### src/rtl/axi_wr_burst_engine_pkg.sv
// Shared AXI write-path constants, FSM state encoding and size helper.
// Latency: none (declarations only).
// Backpressure: not applicable.
package vdma_axi_pkg;

    localparam logic [1:0] BURST_INCR = 2'b01;
    localparam logic [1:0] RESP_OKAY  = 2'b00;

    typedef enum logic [2:0] {
        ST_IDLE,
        ST_ADDR,
        ST_DATA,
        ST_RESP,
        ST_FIN
    } wr_state_e;

    // AXI awsize encoding: log2 of the bytes per beat
    function automatic logic [2:0] calc_awsize(input int dsize);
        return 3'($clog2(dsize / 8));
    endfunction

endpackage

### src/rtl/axi_wr_burst_engine_if.sv
// AXI4 write address/data/response channels between the burst engine and the interconnect.
// Latency: none (wiring only).
// Backpressure: awready/wready/bvalid from the slave, the usual valid/ready rules apply.
interface axi_wr_burst_engine_if #(
    parameter int ASIZE = 32,
    parameter int DSIZE = 64
);
    logic [ASIZE-1:0]   awaddr;
    logic [7:0]         awlen;
    logic [2:0]         awsize;
    logic [1:0]         awburst;
    logic               awvalid;
    logic               awready;
    logic [DSIZE-1:0]   wdata;
    logic [DSIZE/8-1:0] wstrb;
    logic               wlast;
    logic               wvalid;
    logic               wready;
    logic [1:0]         bresp;
    logic               bvalid;
    logic               bready;

    modport master (
        output awaddr, awlen, awsize, awburst, awvalid,
        output wdata, wstrb, wlast, wvalid,
        output bready,
        input  awready, wready, bresp, bvalid
    );

    modport slave (
        input  awaddr, awlen, awsize, awburst, awvalid,
        input  wdata, wstrb, wlast, wvalid,
        input  bready,
        output awready, wready, bresp, bvalid
    );
endinterface

### src/rtl/axi_wr_burst_engine_burst_splitter.sv
// Tracks remaining beats, current sub-burst size and the running write pointer.
// Latency: registered state, next sub-burst size/address available combinationally.
// Backpressure: none; advances only on load / aw_fire / b_fire strobes from the FSM.
module burst_splitter #(
    parameter int ASIZE     = 32,
    parameter int DSIZE     = 64,
    parameter int LSIZE     = 9,
    parameter int MAX_BURST = 256
) (
    input  logic             clock,
    input  logic             rst,
    input  logic             load,
    input  logic [LSIZE-1:0] req_len,
    input  logic             aw_fire,
    input  logic             b_fire,
    input  logic             frame_load,
    input  logic [ASIZE-1:0] frame_base,
    output logic [8:0]       next_beats,
    output logic             more,
    output logic [ASIZE-1:0] addr_next
);

    logic [LSIZE-1:0] remaining;
    logic [8:0]       beats;
    logic [ASIZE-1:0] pointer;
    logic [LSIZE-1:0] rem_after;
    logic [LSIZE-1:0] rem_src;

    // Beats still owed once the current sub-burst is acknowledged
    assign rem_after  = remaining - LSIZE'(beats);
    assign more       = (rem_after != '0);
    assign rem_src    = load ? req_len : rem_after;
    assign next_beats = (32'(rem_src) > MAX_BURST) ? 9'(MAX_BURST) : 9'(rem_src);
    // A frame reload in the same cycle as a request must win over the stale pointer
    assign addr_next  = frame_load ? frame_base : pointer;

    // Remaining/beats on request accept and on each response; pointer on each address accept
    always_ff @(posedge clock) begin
        if (rst) begin
            remaining <= '0;
            beats     <= '0;
            pointer   <= '0;
        end else begin
            if (load || b_fire) begin
                remaining <= rem_src;
                beats     <= next_beats;
            end
            if (frame_load) begin
                pointer <= frame_base;
            end else if (aw_fire) begin
                pointer <= pointer + ASIZE'(beats) * ASIZE'(DSIZE / 8);
            end
        end
    end

endmodule

### src/rtl/axi_wr_burst_engine.sv
// Splits burst/tail requests into AXI4 INCR write bursts fed from an FWFT line FIFO.
// Latency: resp and awvalid one cycle after request; done one cycle after the last B handshake.
// Backpressure: stalls on awready/wready/bvalid and on fifo_empty; one burst outstanding at a time.
module axi_wr_burst_engine
    import vdma_axi_pkg::*;
#(
    parameter int ASIZE     = 32,
    parameter int DSIZE     = 64,
    parameter int LSIZE     = 9,
    parameter int MAX_BURST = 256
) (
    input  logic                   clock,
    input  logic                   rst,
    input  logic                   frame_start,
    input  logic [ASIZE-1:0]       frame_base,
    input  logic                   burst_req,
    input  logic                   tail_req,
    input  logic [LSIZE-1:0]       req_len,
    output logic                   resp,
    output logic                   done,
    input  logic [DSIZE-1:0]       fifo_dout,
    input  logic                   fifo_empty,
    output logic                   fifo_rd_en,
    output logic                   err,
    axi_wr_burst_engine_if.master  axi
);

    wr_state_e        state, state_nxt;
    logic [7:0]       beat_cnt;
    logic [ASIZE-1:0] awaddr_q;
    logic [7:0]       awlen_q;
    logic             fs_pend;
    logic             req, load, aw_fire, w_fire, b_fire, frame_load;
    logic [8:0]       next_beats;
    logic             more;
    logic [ASIZE-1:0] addr_next;

    assign req        = burst_req | tail_req;
    assign load       = (state == ST_IDLE) && req;
    assign aw_fire    = (state == ST_ADDR) && axi.awready;
    assign w_fire     = axi.wvalid && axi.wready;
    assign b_fire     = (state == ST_RESP) && axi.bvalid;
    // done waits one cycle behind resp so a zero-length request still sees them on separate cycles
    assign done       = (state == ST_FIN) && !resp;
    assign frame_load = ((state == ST_IDLE) && frame_start) ||
                        (done && (fs_pend || frame_start));

    assign axi.awaddr  = awaddr_q;
    assign axi.awlen   = awlen_q;
    assign axi.awsize  = calc_awsize(DSIZE);
    assign axi.awburst = BURST_INCR;
    assign axi.awvalid = (state == ST_ADDR);
    assign axi.wdata   = fifo_dout;
    assign axi.wstrb   = '1;
    assign axi.wvalid  = (state == ST_DATA) && !fifo_empty;
    assign axi.wlast   = (state == ST_DATA) && (beat_cnt == awlen_q);
    assign axi.bready  = (state == ST_RESP);
    assign fifo_rd_en  = w_fire;

    burst_splitter #(
        .ASIZE     (ASIZE),
        .DSIZE     (DSIZE),
        .LSIZE     (LSIZE),
        .MAX_BURST (MAX_BURST)
    ) u_splitter (
        .clock      (clock),
        .rst        (rst),
        .load       (load),
        .req_len    (req_len),
        .aw_fire    (aw_fire),
        .b_fire     (b_fire),
        .frame_load (frame_load),
        .frame_base (frame_base),
        .next_beats (next_beats),
        .more       (more),
        .addr_next  (addr_next)
    );

    // State register
    always_ff @(posedge clock) begin
        if (rst) state <= ST_IDLE;
        else     state <= state_nxt;
    end

    // Next-state: one burst in flight, AW only after the previous B
    always_comb begin
        state_nxt = state;
        case (state)
            ST_IDLE: if (req) state_nxt = (req_len == '0) ? ST_FIN : ST_ADDR;
            ST_ADDR: if (axi.awready) state_nxt = ST_DATA;
            ST_DATA: if (w_fire && axi.wlast) state_nxt = ST_RESP;
            ST_RESP: if (axi.bvalid) state_nxt = more ? ST_ADDR : ST_FIN;
            ST_FIN:  if (!resp) state_nxt = ST_IDLE;
            default: state_nxt = ST_IDLE;
        endcase
    end

    // Address-channel payload, beat counter, resp pulse, sticky error and deferred frame reload
    always_ff @(posedge clock) begin
        if (rst) begin
            resp     <= 1'b0;
            awaddr_q <= '0;
            awlen_q  <= '0;
            beat_cnt <= '0;
            err      <= 1'b0;
            fs_pend  <= 1'b0;
        end else begin
            resp <= load;
            if ((load && req_len != '0) || (b_fire && more)) begin
                awaddr_q <= addr_next;
                awlen_q  <= 8'(next_beats - 9'd1);
            end
            if (aw_fire)     beat_cnt <= '0;
            else if (w_fire) beat_cnt <= beat_cnt + 8'd1;
            if (frame_load)                              err <= 1'b0;
            else if (b_fire && axi.bresp != RESP_OKAY)   err <= 1'b1;
            if (frame_load)                              fs_pend <= 1'b0;
            else if (frame_start && state != ST_IDLE)    fs_pend <= 1'b1;
        end
    end

endmodule
### src/flat_wrapper.sv
// flat-port wrapper written by rule: the top's interface ports become plain ports
module axi_wr_burst_engine_flat import vdma_axi_pkg::*;
#(
    parameter int ASIZE     = 32,
    parameter int DSIZE     = 64,
    parameter int LSIZE     = 9,
    parameter int MAX_BURST = 256
)
  (clock, rst, frame_start, frame_base, burst_req, tail_req, req_len, resp, done, fifo_dout, fifo_empty, fifo_rd_en, err, axi_awaddr, axi_awlen, axi_awsize, axi_awburst, axi_awvalid, axi_wdata, axi_wstrb, axi_wlast, axi_wvalid, axi_bready, axi_awready, axi_wready, axi_bresp, axi_bvalid);
  axi_wr_burst_engine_if #(.ASIZE(ASIZE), .DSIZE(DSIZE)) axi_i ();
  input  logic clock;
  input  logic rst;
  input  logic frame_start;
  input  logic [ASIZE-1:0] frame_base;
  input  logic burst_req;
  input  logic tail_req;
  input  logic [LSIZE-1:0] req_len;
  output logic resp;
  output logic done;
  input  logic [DSIZE-1:0] fifo_dout;
  input  logic fifo_empty;
  output logic fifo_rd_en;
  output logic err;
  output wire logic [$bits(axi_i.awaddr)-1:0] axi_awaddr;
  output wire logic [$bits(axi_i.awlen)-1:0] axi_awlen;
  output wire logic [$bits(axi_i.awsize)-1:0] axi_awsize;
  output wire logic [$bits(axi_i.awburst)-1:0] axi_awburst;
  output wire logic [$bits(axi_i.awvalid)-1:0] axi_awvalid;
  output wire logic [$bits(axi_i.wdata)-1:0] axi_wdata;
  output wire logic [$bits(axi_i.wstrb)-1:0] axi_wstrb;
  output wire logic [$bits(axi_i.wlast)-1:0] axi_wlast;
  output wire logic [$bits(axi_i.wvalid)-1:0] axi_wvalid;
  output wire logic [$bits(axi_i.bready)-1:0] axi_bready;
  input wire logic [$bits(axi_i.awready)-1:0] axi_awready;
  input wire logic [$bits(axi_i.wready)-1:0] axi_wready;
  input wire logic [$bits(axi_i.bresp)-1:0] axi_bresp;
  input wire logic [$bits(axi_i.bvalid)-1:0] axi_bvalid;
  assign axi_awaddr = axi_i.awaddr;
  assign axi_awlen = axi_i.awlen;
  assign axi_awsize = axi_i.awsize;
  assign axi_awburst = axi_i.awburst;
  assign axi_awvalid = axi_i.awvalid;
  assign axi_wdata = axi_i.wdata;
  assign axi_wstrb = axi_i.wstrb;
  assign axi_wlast = axi_i.wlast;
  assign axi_wvalid = axi_i.wvalid;
  assign axi_bready = axi_i.bready;
  assign axi_i.awready = axi_awready;
  assign axi_i.wready = axi_wready;
  assign axi_i.bresp = axi_bresp;
  assign axi_i.bvalid = axi_bvalid;
  axi_wr_burst_engine #(.ASIZE(ASIZE), .DSIZE(DSIZE), .LSIZE(LSIZE), .MAX_BURST(MAX_BURST)) u_core (.clock(clock), .rst(rst), .frame_start(frame_start), .frame_base(frame_base), .burst_req(burst_req), .tail_req(tail_req), .req_len(req_len), .resp(resp), .done(done), .fifo_dout(fifo_dout), .fifo_empty(fifo_empty), .fifo_rd_en(fifo_rd_en), .err(err), .axi(axi_i));
endmodule
### config.mk
export PLATFORM = sky130hd
export DESIGN_NAME = axi_wr_burst_engine_flat
export DESIGN_NICKNAME = d
export VERILOG_FILES = /design/src/rtl/axi_wr_burst_engine_pkg.sv /design/src/rtl/axi_wr_burst_engine_if.sv /design/src/rtl/axi_wr_burst_engine_burst_splitter.sv /design/src/rtl/axi_wr_burst_engine.sv /design/src/flat_wrapper.sv
export SDC_FILE = /design/constraint.sdc
export NUM_CORES = 1
export LEC_CHECK = 0
export ABC_AREA = 1
export CORE_MARGIN = 5
export CORE_UTILIZATION = 41
export CTS_CLUSTER_DIAMETER = 120
export CTS_CLUSTER_SIZE = 10
export DETAILED_ROUTE_END_ITERATION = 8
export HOLD_SLACK_MARGIN = 0.05
export PLACE_DENSITY = 0.79
export RECOVER_POWER = 25
export SYNTH_ARGS = -nofsm -noshare
export SYNTH_HDL_FRONTEND = slang
export SYNTH_SLANG_ARGS = --single-unit
### constraint.sdc
create_clock -name clock -period 2.6 [get_ports clock]
set_input_delay 0.39 -clock clock [delete_from_list [all_inputs] [get_ports clock]]
set_output_delay 0.39 -clock clock [all_outputs]
set_load 0.02 [all_outputs]
; ---- Yosys cells after proc, flatten, opt, wreduce, memory -nomap -nowiden
; Index checks and enable logic that the tools add are counted.
[totals]
ff_bits = 104
in_bits = 116
out_inout_bits = 125
word_cells = 69
[classes]
addsub = 4
n_lt_le_gt_ge = 1
n_eq_ne = 10
n_mux = 13
bitwise = 1
n_reduce_logical = 30
[ops]
columns = op, count
row1 = 32-bit two-way mux, 3
row2 = 32-bit by 12-bit adder with 32-bit output, 1
row3 = 3-bit two-way mux, 7
row4 = 9-bit two-way mux, 2
row5 = 9-bit nonzero test, 2
row6 = 3-bit one-hot mux with 5 select lines, 1
row7 = 1-bit logical AND, 14
row8 = 9-bit greater-than comparator (second input constant), 1
row9 = 9-bit zero test, 1
row10 = 9-bit subtractor, 1
row11 = 8-bit by 1-bit adder with 8-bit output (second input constant), 1
row12 = 8-bit equality test, 1
row13 = 8-bit by 1-bit subtractor with 8-bit output (second input constant), 1
row14 = 3-bit by 2-bit equality test with 1-bit output (second input constant), 2
row15 = 2-bit by 1-bit inequality test with 1-bit output (second input constant), 3
row16 = 5-bit AND reduction, 1
row17 = 1-bit logical OR, 4
row18 = 2-bit inequality test (second input constant), 2
row19 = 2-bit nonzero test, 2
row20 = 2-bit OR reduction, 2
row21 = 3-bit by 1-bit equality test with 1-bit output (second input constant), 1
row22 = 3-bit equality test (second input constant), 1
row23 = 3-bit zero test, 1
row24 = 3-bit nonzero test, 1
row25 = other kinds (2), 3

; ---- Logic depth before layout (Yosys ltp)
[logic_depth]
depth_word = 6
depth_mapped = 22
mapped_depth_nobuf = 21

; ---- By module
; From an unflattened synthesis, not the netlist that was laid out.
[hier_totals]
hier_cells = 1043
area_unflattened_um2 = 6744.0
[by_module_without_submodules]
columns = module, instances, cells_each, area_per_inst_um2, seq_area_each_um2
row1 = burst_splitter, 1, 629, 3758.6, 980.9
row2 = axi_wr_burst_engine, 1, 414, 2985.4, 1081.0

; ---- Worst setup path after synthesis
; Ideal clock, no wire load.
[synth_path]
path_kind = flip-flop to flip-flop
start = register u_core.u_splitter.beats[0]
end = register u_core.awlen_q[2] (netlist: u_core.axi.awlen[2])
setup_ns = 0.115
arrival_time_ns = 2.465
t_required_ns = 2.485
slack_ns = 0.019
path_stages_with_launch = 18
n_path_buf = 1
period_less_slack_ns = 2.581
path_cell_list = dfxtp_1 ha_1 inv_1 fa_1 xor2_1 nand2_1 nand2_2 nor2_2 nand3_2 nor2_2 nand2_2 nand2_4 buf_8 nand3_1 ha_1 xnor2_1 o21ai_0 inv_1
[synth_via]
elab_chain_len = 5
elab_cells_between_ends = 8
classes_between = add/sub: 2 / order compare: 1 / mux: 2 / reduce/logical: 3
[synth_lines]
columns = item, line_no
row1 = start: declaration, axi_wr_burst_engine_burst_splitter.sv:24  ; logic [8:0] beats;
row2 = start signal: assignment, axi_wr_burst_engine_burst_splitter.sv:46  ; beats <= next_beats;
row3 = 9-bit subtractor *, axi_wr_burst_engine_burst_splitter.sv:30  ; assign rem_after = remaining - LSIZE'(beats);
row4 = 9-bit two-way mux, axi_wr_burst_engine_burst_splitter.sv:32  ; assign rem_src = load ? req_len : rem_after;
row5 = 9-bit greater-than comparator, axi_wr_burst_engine_burst_splitter.sv:33  ; assign next_beats = (32'(rem_src) > MAX_BURST) ? 9'(MAX_BURST) : 9'(rem_src);
row6 = 9-bit two-way mux, axi_wr_burst_engine_burst_splitter.sv:33
row7 = 8-bit by 1-bit subtractor with 8-bit output, axi_wr_burst_engine.sv:111  ; awlen_q <= 8'(next_beats - 9'd1);
row8 = end signal: assignment, axi_wr_burst_engine.sv:111
row9 = end: declaration, axi_wr_burst_engine.sv:31  ; logic [7:0] awlen_q;
; Every way passes the cells marked *; elsewhere a longest branch is shown, timed or not.
; A chain may end at the register's enable or synchronous reset.

; ---- Worst setup path in the final report
[layout_path]
start = register u_core.u_splitter.remaining[0]
end = register u_core.awlen_q[7] (netlist: u_core.axi.awlen[7])
[layout_via]
elab_chain_len = 5
elab_cells_between_ends = 8
classes_between = add/sub: 2 / order compare: 1 / mux: 2 / reduce/logical: 3
[layout_lines]
columns = item, line_no
row1 = start: declaration, axi_wr_burst_engine_burst_splitter.sv:23  ; logic [LSIZE-1:0] remaining;
row2 = start signal: assignment, axi_wr_burst_engine_burst_splitter.sv:45  ; remaining <= rem_src;
row3 = 9-bit subtractor *, axi_wr_burst_engine_burst_splitter.sv:30
row4 = 9-bit two-way mux, axi_wr_burst_engine_burst_splitter.sv:32
row5 = 9-bit greater-than comparator, axi_wr_burst_engine_burst_splitter.sv:33
row6 = 9-bit two-way mux, axi_wr_burst_engine_burst_splitter.sv:33
row7 = 8-bit by 1-bit subtractor with 8-bit output, axi_wr_burst_engine.sv:111
; Marked as above.

==> run summary <==
First-pass GRT wire length - 28300 microns
Pin count of the biggest net entering global routing - 48
Synth Area per Inst - 6.89 sq um
CTS tree - built
Path type of the worst setup path - flip-flop to flip-flop
Die W - 138 microns
Clk_skew - 0.00847 ns
Post-route clock period utilization - 101%
Most frequent CP cell - nand2_1
# port buffers - 99
Flops & latches, synth - 103
Ys async rst share - 0%
Initial Util - 42.0%
Final Critical Period - 2.63 ns
EDFF count, synth - 0
Detailed Place HPWL - 13200 microns
Synth Warn # - 0
CTS clk-pin slew, worst paths - 0.07 ns
Pwr dens - 1350 mW/mm^2
Fin nets - 1176
Area Overhead vs Synth - 29.8%
H-tree depth - 3
Worst Setup End Kind - flip-flop
Buf/Inv on CP - 6
Family with the most delay on the worst path - simple AND/OR/NAND/NOR gates
Worst setup margin - -0.0320 ns
Seq/Total Area, Yosys - 30.8%
Initial DRC count - 455
DRC viols - 0
Final Hold Viols - 0
Synth unique cells - 53
Per-cell routed wire length - 15.9 microns
Gpl congestion - 0.921
Core area - 0.0159 sq mm
Top-level I/O count - 241
Max-Cap Viols - 0
Critical-path cell list - inv_2 > ha_4 > inv_2 > fa_2 > nand2_1 > nand2_2 > nand3_2 > nand2_1 > nand2_2 > nand2_2 > a21oi_2 > inv_1 > nand4_1 > nand2_1 > nand2_4 > buf_12 > buf_4 > nand2_1 > o21ai_1 > inv_1
Dominant cells by area after synthesis - dfxtp_1, nand2_1, buf_4
Antenna violations before repair - 0
CTS Sinks - 103
GR Overflow Total - 0
P_leak - 3.73 nW
Die H - 138 microns
Clk root buf - clkbuf_16
Worst Path Required - 2.85 ns
Final Max Tran Viols - 0
Pre-CTS WS - -0.126 ns
Layout cell share with drive strength beyond 1 - 17.4%
Worst-margin pin slew - 0.591 ns
DP Cell Count - 1223
DR vias/cell - 5.39
Vias - 6790
Total CTS buffers - 9
Total track usage - 18.4%
Max-slew headroom at the worst pin - 60.3%
HP Class - flip-flop to flip-flop
Commonest non-fill, non-tap cell in the layout - nand2_1
Area post-placement - 0.00759 sq mm
Post-Route WL - 20000 microns
RSZ-0062 raised after global routing - true
Cells after Synth - 972
Worst-Skew Late Latency - 0.35 ns
Hold Slack - 0.488 ns
Status - finished, violations left
Peak Freq - 380 MHz
Post-route cell area - 0.00869 sq mm
Iteration count of the initial detailed-routing pass - 5
Most frequent cells in the layout - nand2_1, inv_1, dfxtp_1
Total die area - 0.0190 sq mm
Worst ir drop on vdd - 0.000634 V
Final std cells w/o fill - 1260
Max stage delay cell, worst path - fa_2
Final setup fails - 4
CTS max path bufs - 2
CP max FO - 7
Critical Path Start Type - flip-flop
Antenna Cells - 0
Final ANT Viol Nets - 0
Cell taking the most area after synthesis - dfxtp_1
CP Data Arrival Time - 2.88 ns
Critical path's largest stage delay - 0.42 ns
Mapped cell area - 0.00669 sq mm
Fin util - 54.5%
Failing checks - setup timing
Site Rows - 46
Ys flop type - dfxtp_1
Share of Yosys cell area claimed by the top area cell type - 30.8%
Vias in the first global route - 5888
## worst paths after layout
kind / end / start / slack, ns / depth (start not counted)
max: u_core.axi.awlen[7] / u_core.u_splitter.remaining[0] / -0.03 / 20
min: u_core.err / u_core.err / 0.49 / 2
max reg2reg: u_core.axi.awlen[7] / u_core.u_splitter.remaining[0] / -0.03 / 20
min reg2reg: u_core.err / u_core.err / 0.49 / 2
## through the flow
stage                     total power, mW  setup TNS (ns)
after global routing                 12.5           -3.46
final                                11.7         -0.0754
after global placement               8.49         -0.0221
after floorplan                      6.69               0
after detailed placement             8.57          -0.303
after CTS                            10.1               0
## power breakdown
part	leakage, nW	total (mW)	switching [mW]	internal [mW]
sequential	0.852	2.72	0.539	2.18
combinational	2.74	7.70	4.34	3.35
clock	0.143	1.32	0.593	0.730
## timing repair
| item | in CTS | in global routing |
|---|---|---|
| setup buffers | 0 | 9 |
| cloned | 1 | 11 |
| pin swaps | 0 | 38 |
| resized for setup | 4 | 123 |
| endpoints found under the hold margin | 0 | 0 |
| hold buffers | 0 | 0 |
| setup endpoints to repair | 4 | 55 |
## metal layers
metal	routed length [microns]	GRT usage, %	vias to the layer above
li1	-	-	3301
met1	9000	25.2	3153
met2	9060	28.6	279
met3	1380	3.58	57
met4	544	6.97	0
met5	0	0	-
## cells by family after synthesis
logic type | share of synthesized area [%]
simple gates | 26.8
flops | 30.8
compound gates | 17.4
other cells | 0.112
xor+xnor | 1.31
buf+inv | 18.9
mux | 0.449
fa+ha+maj | 4.15
## Yosys cell counts, drive strengths merged (2+ instances only)
| cell | count |
|---|---|
| nand2 | 213 |
| nor3 | 23 |
| fa | 2 |
| o21bai | 2 |
| nand3 | 77 |
| a21oi | 48 |
| o211ai | 18 |
| o2111ai | 5 |
| buf | 97 |
| nor2 | 36 |
| xnor2 | 3 |
| a31oi | 40 |
| or2 | 7 |
| inv | 126 |
| ha | 19 |
| xor2 | 7 |
| nor4 | 9 |
| and3 | 2 |
| clkbuf | 19 |
| nand4 | 17 |
| mux2i | 3 |
| o21ai | 83 |
| dfxtp | 103 |
| conb | 2 |
## worst min-delay path: stages (launching register included)
cell,delay (ns)
dfxtp_1,0.33
inv_1,0.05
a21oi_1,0.06
## area by class of cell
class / instances / area, sq um
Clock buffer: 14 / 274
Timing Repair Buffer: 161 / 1760
Fill cell: 1442 / 7260
Inverter: 127 / 479
Multi-Input combinational cell: 637 / 3830
Sequential cell: 103 / 2070
Clock inverter: 2 / 13.8
Tap cell: 216 / 270
## registers in the layout, summed over array words and instances (netlist names)
signal,count
u_core.beat_cnt,8
u_core.state,3
u_core.err,1
u_core.fs_pend,1
u_core.resp,1
u_core.u_splitter.remaining,9
u_core.axi.awaddr,32
u_core.axi.awlen,8
u_core.u_splitter.beats,8
u_core.u_splitter.pointer,32
(Power assumes the default switching activity.)
